File: src/rtl/register_file_32x32.sv
// MIPS general-purpose register file: 32 x WIDTH registers, two combinational read ports and
// one clocked write port. r0 is hardwired to zero and has no storage; r28 ($gp) and r29 ($sp)
// reset to non-zero values. Reset is synchronous and active-high.
//
// Ports:
//   clk         rising-edge clock
//   reset       synchronous active-high reset; wins over a same-edge write
//   reg_write   write enable for this cycle
//   write_addr  destination register index
//   write_data  writeback data
//   read_addr1  read port 1 index (rs)
//   read_addr2  read port 2 index (rt)
//   read_data1  read port 1 data, combinational
//   read_data2  read port 2 data, combinational
module register_file_32x32 #(
  parameter int unsigned      WIDTH   = 32,
  parameter logic [WIDTH-1:0] SP_INIT = 32'h7FFF_FFFC,
  parameter logic [WIDTH-1:0] GP_INIT = 32'h1000_8000,
  parameter bit               BYPASS  = 1'b0
) (
  input  logic             clk,
  input  logic             reset,
  input  logic             reg_write,
  input  logic [4:0]       write_addr,
  input  logic [WIDTH-1:0] write_data,
  input  logic [4:0]       read_addr1,
  input  logic [4:0]       read_addr2,
  output logic [WIDTH-1:0] read_data1,
  output logic [WIDTH-1:0] read_data2
);

  // Storage only for r1..r31; r0 is a constant in the read view below.
  logic [WIDTH-1:0] regs_q [1:31];
  logic [WIDTH-1:0] regs_d [1:31];
  logic [WIDTH-1:0] rf_view [32];

  // One-hot write select, already qualified by reg_write. Address 0 has no select bit, so
  // writes to r0 fall away naturally.
  logic [31:1] sel;

  always_comb begin
    sel = '0;
    for (int i = 1; i < 32; i++) begin
      sel[i] = reg_write && (write_addr == 5'(i));
    end
  end

  always_comb begin
    for (int i = 1; i < 32; i++) begin
      regs_d[i] = sel[i] ? write_data : regs_q[i];
    end
  end

  always_ff @(posedge clk) begin
    if (reset) begin
      for (int i = 1; i < 32; i++) begin
        if (i == 28) begin
          regs_q[i] <= GP_INIT;
        end else if (i == 29) begin
          regs_q[i] <= SP_INIT;
        end else begin
          regs_q[i] <= '0;
        end
      end
    end else begin
      for (int i = 1; i < 32; i++) begin
        regs_q[i] <= regs_d[i];
      end
    end
  end

  always_comb begin
    rf_view[0] = '0;
    for (int i = 1; i < 32; i++) begin
      rf_view[i] = regs_q[i];
    end
  end

  // Forwarding is only legal when the write will actually land: not during reset and never
  // for r0.
  logic fwd1, fwd2;

  always_comb begin
    fwd1 = BYPASS && !reset && reg_write && (write_addr == read_addr1) && (read_addr1 != 5'd0);
    fwd2 = BYPASS && !reset && reg_write && (write_addr == read_addr2) && (read_addr2 != 5'd0);
  end

  always_comb begin
    read_data1 = fwd1 ? write_data : rf_view[read_addr1];
    read_data2 = fwd2 ? write_data : rf_view[read_addr2];
  end

endmodule

File: config.mk
export PLATFORM = sky130hd
export DESIGN_NAME = register_file_32x32
export DESIGN_NICKNAME = d
export VERILOG_FILES = /design/src/rtl/register_file_32x32.sv
export SDC_FILE = /design/constraint.sdc
export NUM_CORES = 2
export LEC_CHECK = 0
export CAP_MARGIN = 40
export CORE_MARGIN = 1.5
export CORE_UTILIZATION = 45
export DETAILED_ROUTE_END_ITERATION = 8
export PLACE_DENSITY = 0.71
export SYNTH_ARGS = -nofsm -noshare
export SYNTH_HDL_FRONTEND = slang
export SYNTH_SLANG_ARGS = --single-unit
File: constraint.sdc
create_clock -name clk -period 2.95 [get_ports clk]
set_input_delay 0.7375 -clock clk [delete_from_list [all_inputs] [get_ports clk]]
set_output_delay 0.7375 -clock clk [all_outputs]
set_load 0.1 [all_outputs]
## Yosys cells after proc, flatten, opt, wreduce, memory -nomap -nowiden

Memory sizes are Yosys's and may differ from the RTL's.
Index checks and enable logic that the tools add are counted.

| word-level totals | value |
|---|---|
| RAM bits | 992 |
| memories kept | 1 |
| register bits | 0 |
| word-level logic and storage cells | 169 |

Memory list:

| memory | words | bits a word | read ports | clocked after memory_dff | write ports | RTL line | RTL |
|---|---|---|---|---|---|---|---|
| regs_q | 31 | 32 | 31 | 0 | 31 | 33 | `logic [WIDTH-1:0] regs_q [1:31];` |

| cells by class | value |
|---|---|
| muxes and demuxes | 71 |
| reduce and logical (&&, ||, !) cells | 31 |
| order comparisons | 2 |
| bitwise operators | 33 |
| equal/unequal tests | 31 |

Operators with widths:

| operator | count |
|---|---|
| two-way mux 32 bit | 66 |
| binary-select mux 32 bit (select 5 bit) | 2 |
| equality test 5 bit (second input constant) | 16 |
| equality test 5 x 4 -> 1 bit (second input constant) | 8 |
| logical AND 1 bit | 31 |
| bitwise OR 1 bit | 31 |
| equality test 5 x 3 -> 1 bit (second input constant) | 4 |
| >= comparator 6 bit (second input constant) | 2 |
| NOT 5 -> 6 bit | 2 |
| equality test 5 x 2 -> 1 bit (second input constant) | 2 |
| equality test 5 x 1 -> 1 bit (second input constant) | 1 |
| two-way mux 1 bit | 3 |

## Logic depth before layout (Yosys ltp)

| depth | value |
|---|---|
| depth in word-level cells | 4 |
| mapped depth | 9 |

## Least setup slack after synthesis

No wires, ideal clock.

| timing path | value |
|---|---|
| path type | input-to-output |
| from | input read_addr1[1] |
| to | output read_data1[10] |
| setup slack | -556 ps |
| stages | 7 |
| arrival | 2,769 ps |
| cells stage by stage | buf_2 -> clkbuf_1 -> mux2_2 -> a221oi_1 -> nor3_1 -> a31oi_1 -> nand3_1 |

| on the way | value |
|---|---|
| word-level cells in the longest chain between the ends | 4 |

Ends and longest elaborated chain:

| what | RTL line | RTL |
|---|---|---|
| start, declared | 26 | `input logic [4:0] read_addr1,` |
| NOT 5 -> 6 bit (implied by the code) | 89 | `read_data1 = fwd1 ? write_data : rf_view[read_addr1];` |
| binary-select mux 32 bit (select 5 bit) | 89 |  |
| two-way mux 32 bit (implied by the code) (2 in series) | 89 |  |
| end, declared | 28 | `output logic [WIDTH-1:0] read_data1,` |

No other way between the ends. The select of a mux whose other input is x is not followed.

## Worst setup path in the final report

| timing path | value |
|---|---|
| from | input read_addr2[0] |
| to | output read_data2[25] |

| on the way | value |
|---|---|
| word-level cells in the longest chain between the ends | 4 |

Ends and longest elaborated chain:

| what | RTL line | RTL |
|---|---|---|
| start, declared | 27 | `input logic [4:0] read_addr2,` |
| NOT 5 -> 6 bit (implied by the code) | 90 | `read_data2 = fwd2 ? write_data : rf_view[read_addr2];` |
| binary-select mux 32 bit (select 5 bit) | 90 |  |
| two-way mux 32 bit (implied by the code) (2 in series) | 90 |  |
| end, declared | 29 | `output logic [WIDTH-1:0] read_data2` |

No other way between the ends. The select of a mux whose other input is x is not followed.

==> flow_summary.toml <==
[timing]
timing.final.crit_share_pct = 114
final-hold-violation-count = 0
final-max-slew-violation-count = 0
fin_skew_ps = 0
min_period_ps = 3360
final-setup-viol-count = 64
setup_repair_after_global_routing_missed_its_margin = "true"
clock.fmax_mhz = 297
layout_setup_ws_ps = -414
worst_slew_pin_slew_ps = 828
relSlewSlack_pct = 44.6

[yosys]
synth_area_in_simple_gates_pct = 19.9
yosys.area_share.xor_xnor_pct = 0
synth_warnings = 0
synth.area.mux_share_pct = 19.2
yosys-top-cells-count = "2,082 x nand2_1, 1,086 x a21oi_1, 992 x dfxtp_1"
synth_top_area_share_pct = 38.7
synth_fp_nets = 6596
synth_cells = 6546
synth_adder_area_share_pct = 0
yosysMostFrequentCell = "nand2_1"
yosys.area.top_type = "dfxtp_1"
synth_compound_gate_area_share_pct = 16.7
async_reset_ff_share_pct = 0
synth_area_sq_um = 51400
sequential_area_share_after_synthesis_pct = 38.7
synthTopCellsByArea = "dfxtp_1 39%, nand2_1 15%, mux2i_1 15%"
largest_family_of_logic_cells_by_synthesized_area = "simple AND/OR/NAND/NOR gates"
postSynthRegisterBits = 992
post_synth_num_cell_types = 32
synth-edff-count = 0
synth_area_per_cell_sq_um = 7.85
synth_ff_type = "dfxtp_1"

[power]
total_power_w = 0.0336
cellLeakagePower_nw = 25.3
power.density_nw_per_um2 = 491
max-vdd-ir-drop_v = 0.000519

[routing]
remaining_antenna_violation_count = 0
dr.pass1.iters = 7
num_vias = 54170
wirelength_mm = 218
initialDrtViolationCount = 8508
wire_per_inst_microns = 26.0
route.detailed.vias_per_inst = 6.48
detail_route.drc_violations = 0

[worst_setup_path]
cp.arrival_ps = 2630
critical_path.max_stage_delay_ps = 500
worstPathRequired_ps = 2210
crit_top_cell = "buf_12"
cp-startpoint = "read_addr2[0]"
worstPathCellList = "buf_16, buf_12, buf_12, mux4_2, nor2b_2, nor3_2, a31oi_2, buf_4, nand3_4, buf_12"
cp_max_fo = 7
crit_buf_inv = 5
endpoint_kind = "output pin"
setup.worst_path.start_class = "input pin"
critPathTopFamily = "buffers and inverters"
crit_path_top_delay_cell = "mux4_2"
critPathKind = "input pin to output pin"
reg2reg_from = "regs_q[0][949]$_SDFFE_PP1P_"

[floorplan]
floorplan.rows = 123
start_util_pct = 45.5
ios = 114
placeable_core_area_sq_um = 113000
die_area_sq_um = 116000
die-height_microns = 341
die_x_microns = 341

[clock_tree]
cts_inserted_buffers = 103
cts_max_level = 3
cts_max_path_buffers = 3
cts.sinks = 992
cts_tree = "yes"
cts.root.buffer_cell = "clkbuf_16"
insertion_delay_to_the_later_sink_of_the_worst_skew_pair_ps = 690
path_clk_slew_ps = 60

[cells_and_area]
finish.net_count = 6825
post_route_cells_drive_above_1_share_pct = 22.3
top_register = "regs_q"
fill_cells = 8758
reg_top3 = "regs_q: 992 flops"
area_growth_syn_to_layout_pct = 33.5
post-route-util_pct = 60.8
n_antenna_cell = 0
largest_register_ffs = 992

[run_status]
outcome = "complete, but fails checks"
failed_checks = "setup timing"

[grt]
maximum_number_of_pins_on_one_net_before_global_route_repair = 107
vias_in_the_first_global_route = 50599
wire_length_of_the_first_global_routing_pass_mm = 309
gr_usage_total_pct = 34.5
grt.overflow.total = 0
grt_antenna_before_repair = 1

[min_path]
min_path_type = "flip-flop to flip-flop"
worstHoldStart = "regs_q[0][650]$_SDFFE_PP0P_"

[place]
place.detailed.hpwl_mm = 126
gpl.final_weighted_congestion = 0.975
portBuffers = 113

[run]
count_of_maximum_capacitance_violations = 0
==> stage by stage <==
| stage | instance area, sq um | TNS (ps) | hold slack, ps | cells | worst slack, ps |
|---|---|---|---|---|---|
| after floorplan | 52700 | -297 | 442 | 6546 | -6.10 |
| after global placement | 59600 | -34980 | 449 | 8021 | -733 |
| after detailed placement | 59600 | -35580 | 459 | 8021 | -743 |
| after CTS | 66800 | -18360 | 467 | 8308 | -391 |
| after global routing | 68600 | -20380 | 482 | 8359 | -418 |
| final | 68600 | -19560 | 465 | 8359 | -414 |
==> placed cells by master (no fill, tap or decap), types with 30 or more instances in the layout <==
cell	n
a21oi_1	1079
a221oi_2	42
a22oi_1	155
a22oi_2	101
a31oi_1	34
buf_12	258
buf_16	38
buf_4	323
buf_6	67
clkbuf_16	126
clkdlybuf4s50_1	38
dfxtp_1	985
mux2_2	55
mux2i_1	760
mux4_2	64
nand2_1	2069
nand3_1	83
nand3_2	45
nand3_4	64
nor2b_1	43
nor2b_4	35
nor3_2	30
nor3_4	44
==> where the power goes <==
part	total, W	switching (W)	internal [W]
combinational	0.00590	0.00360	0.00230
sequential	0.0136	0.0000835	0.0135
clock	0.0142	0.00577	0.00840
==> final timing paths <==
kind / to / depth (start not counted) / slack (ps)
worst max-delay path: read_data2[25] / 10 / -410
worst min-delay path: regs_q[0][650]$_SDFFE_PP0P_ / 2 / 460
worst max register to register: regs_q[0][949]$_SDFFE_PP1P_ / 2 / 2110
worst min register to register: regs_q[0][650]$_SDFFE_PP0P_ / 2 / 460
==> cell type report <==
type	instances	area, sq um	share of cell area (%)
Sequential cell	992	19900	29.0
Timing Repair Buffer	775	10800	15.7
Clock buffer	157	3160	4.61
Multi-Input combinational cell	4903	32400	47.3
Tap cell	1500	1880	2.74
Clock inverter	32	484	0.706
==> layer usage <==
metal	routed length (microns)	track usage, %	vias to the layer above	share of wire [%]
li1	-	-	23047	-
met1	77700	43.6	25720	36
met2	92900	52.8	4245	43
met3	31200	9.38	1156	14
met4	15800	20.2	2	7.3
met5	18	0	-	0.0083
==> cells by family after synthesis <==
group / Yosys count
muxes: 899
and+or+nand+nor: 2505
DFF: 992
AOI/OAI and AO/OA: 1499
buffers and inverters: 651
==> worst register-to-register path, stage by stage (launching register included) <==
cell and delay (ps):
dfxtp_1 330, nor2b_1 130, a211o_1 270
==> repair_timing <==
action | CTS | global route
pin swaps | 161 | 129
setup buffers | 85 | 50
endpoints found under the setup margin | 64 | 64
hold buffers | 0 | 0
gates cloned | 26 | 19
gates resized for setup | 418 | 245
No activity file was read; power rests on OpenSTA's default activity.
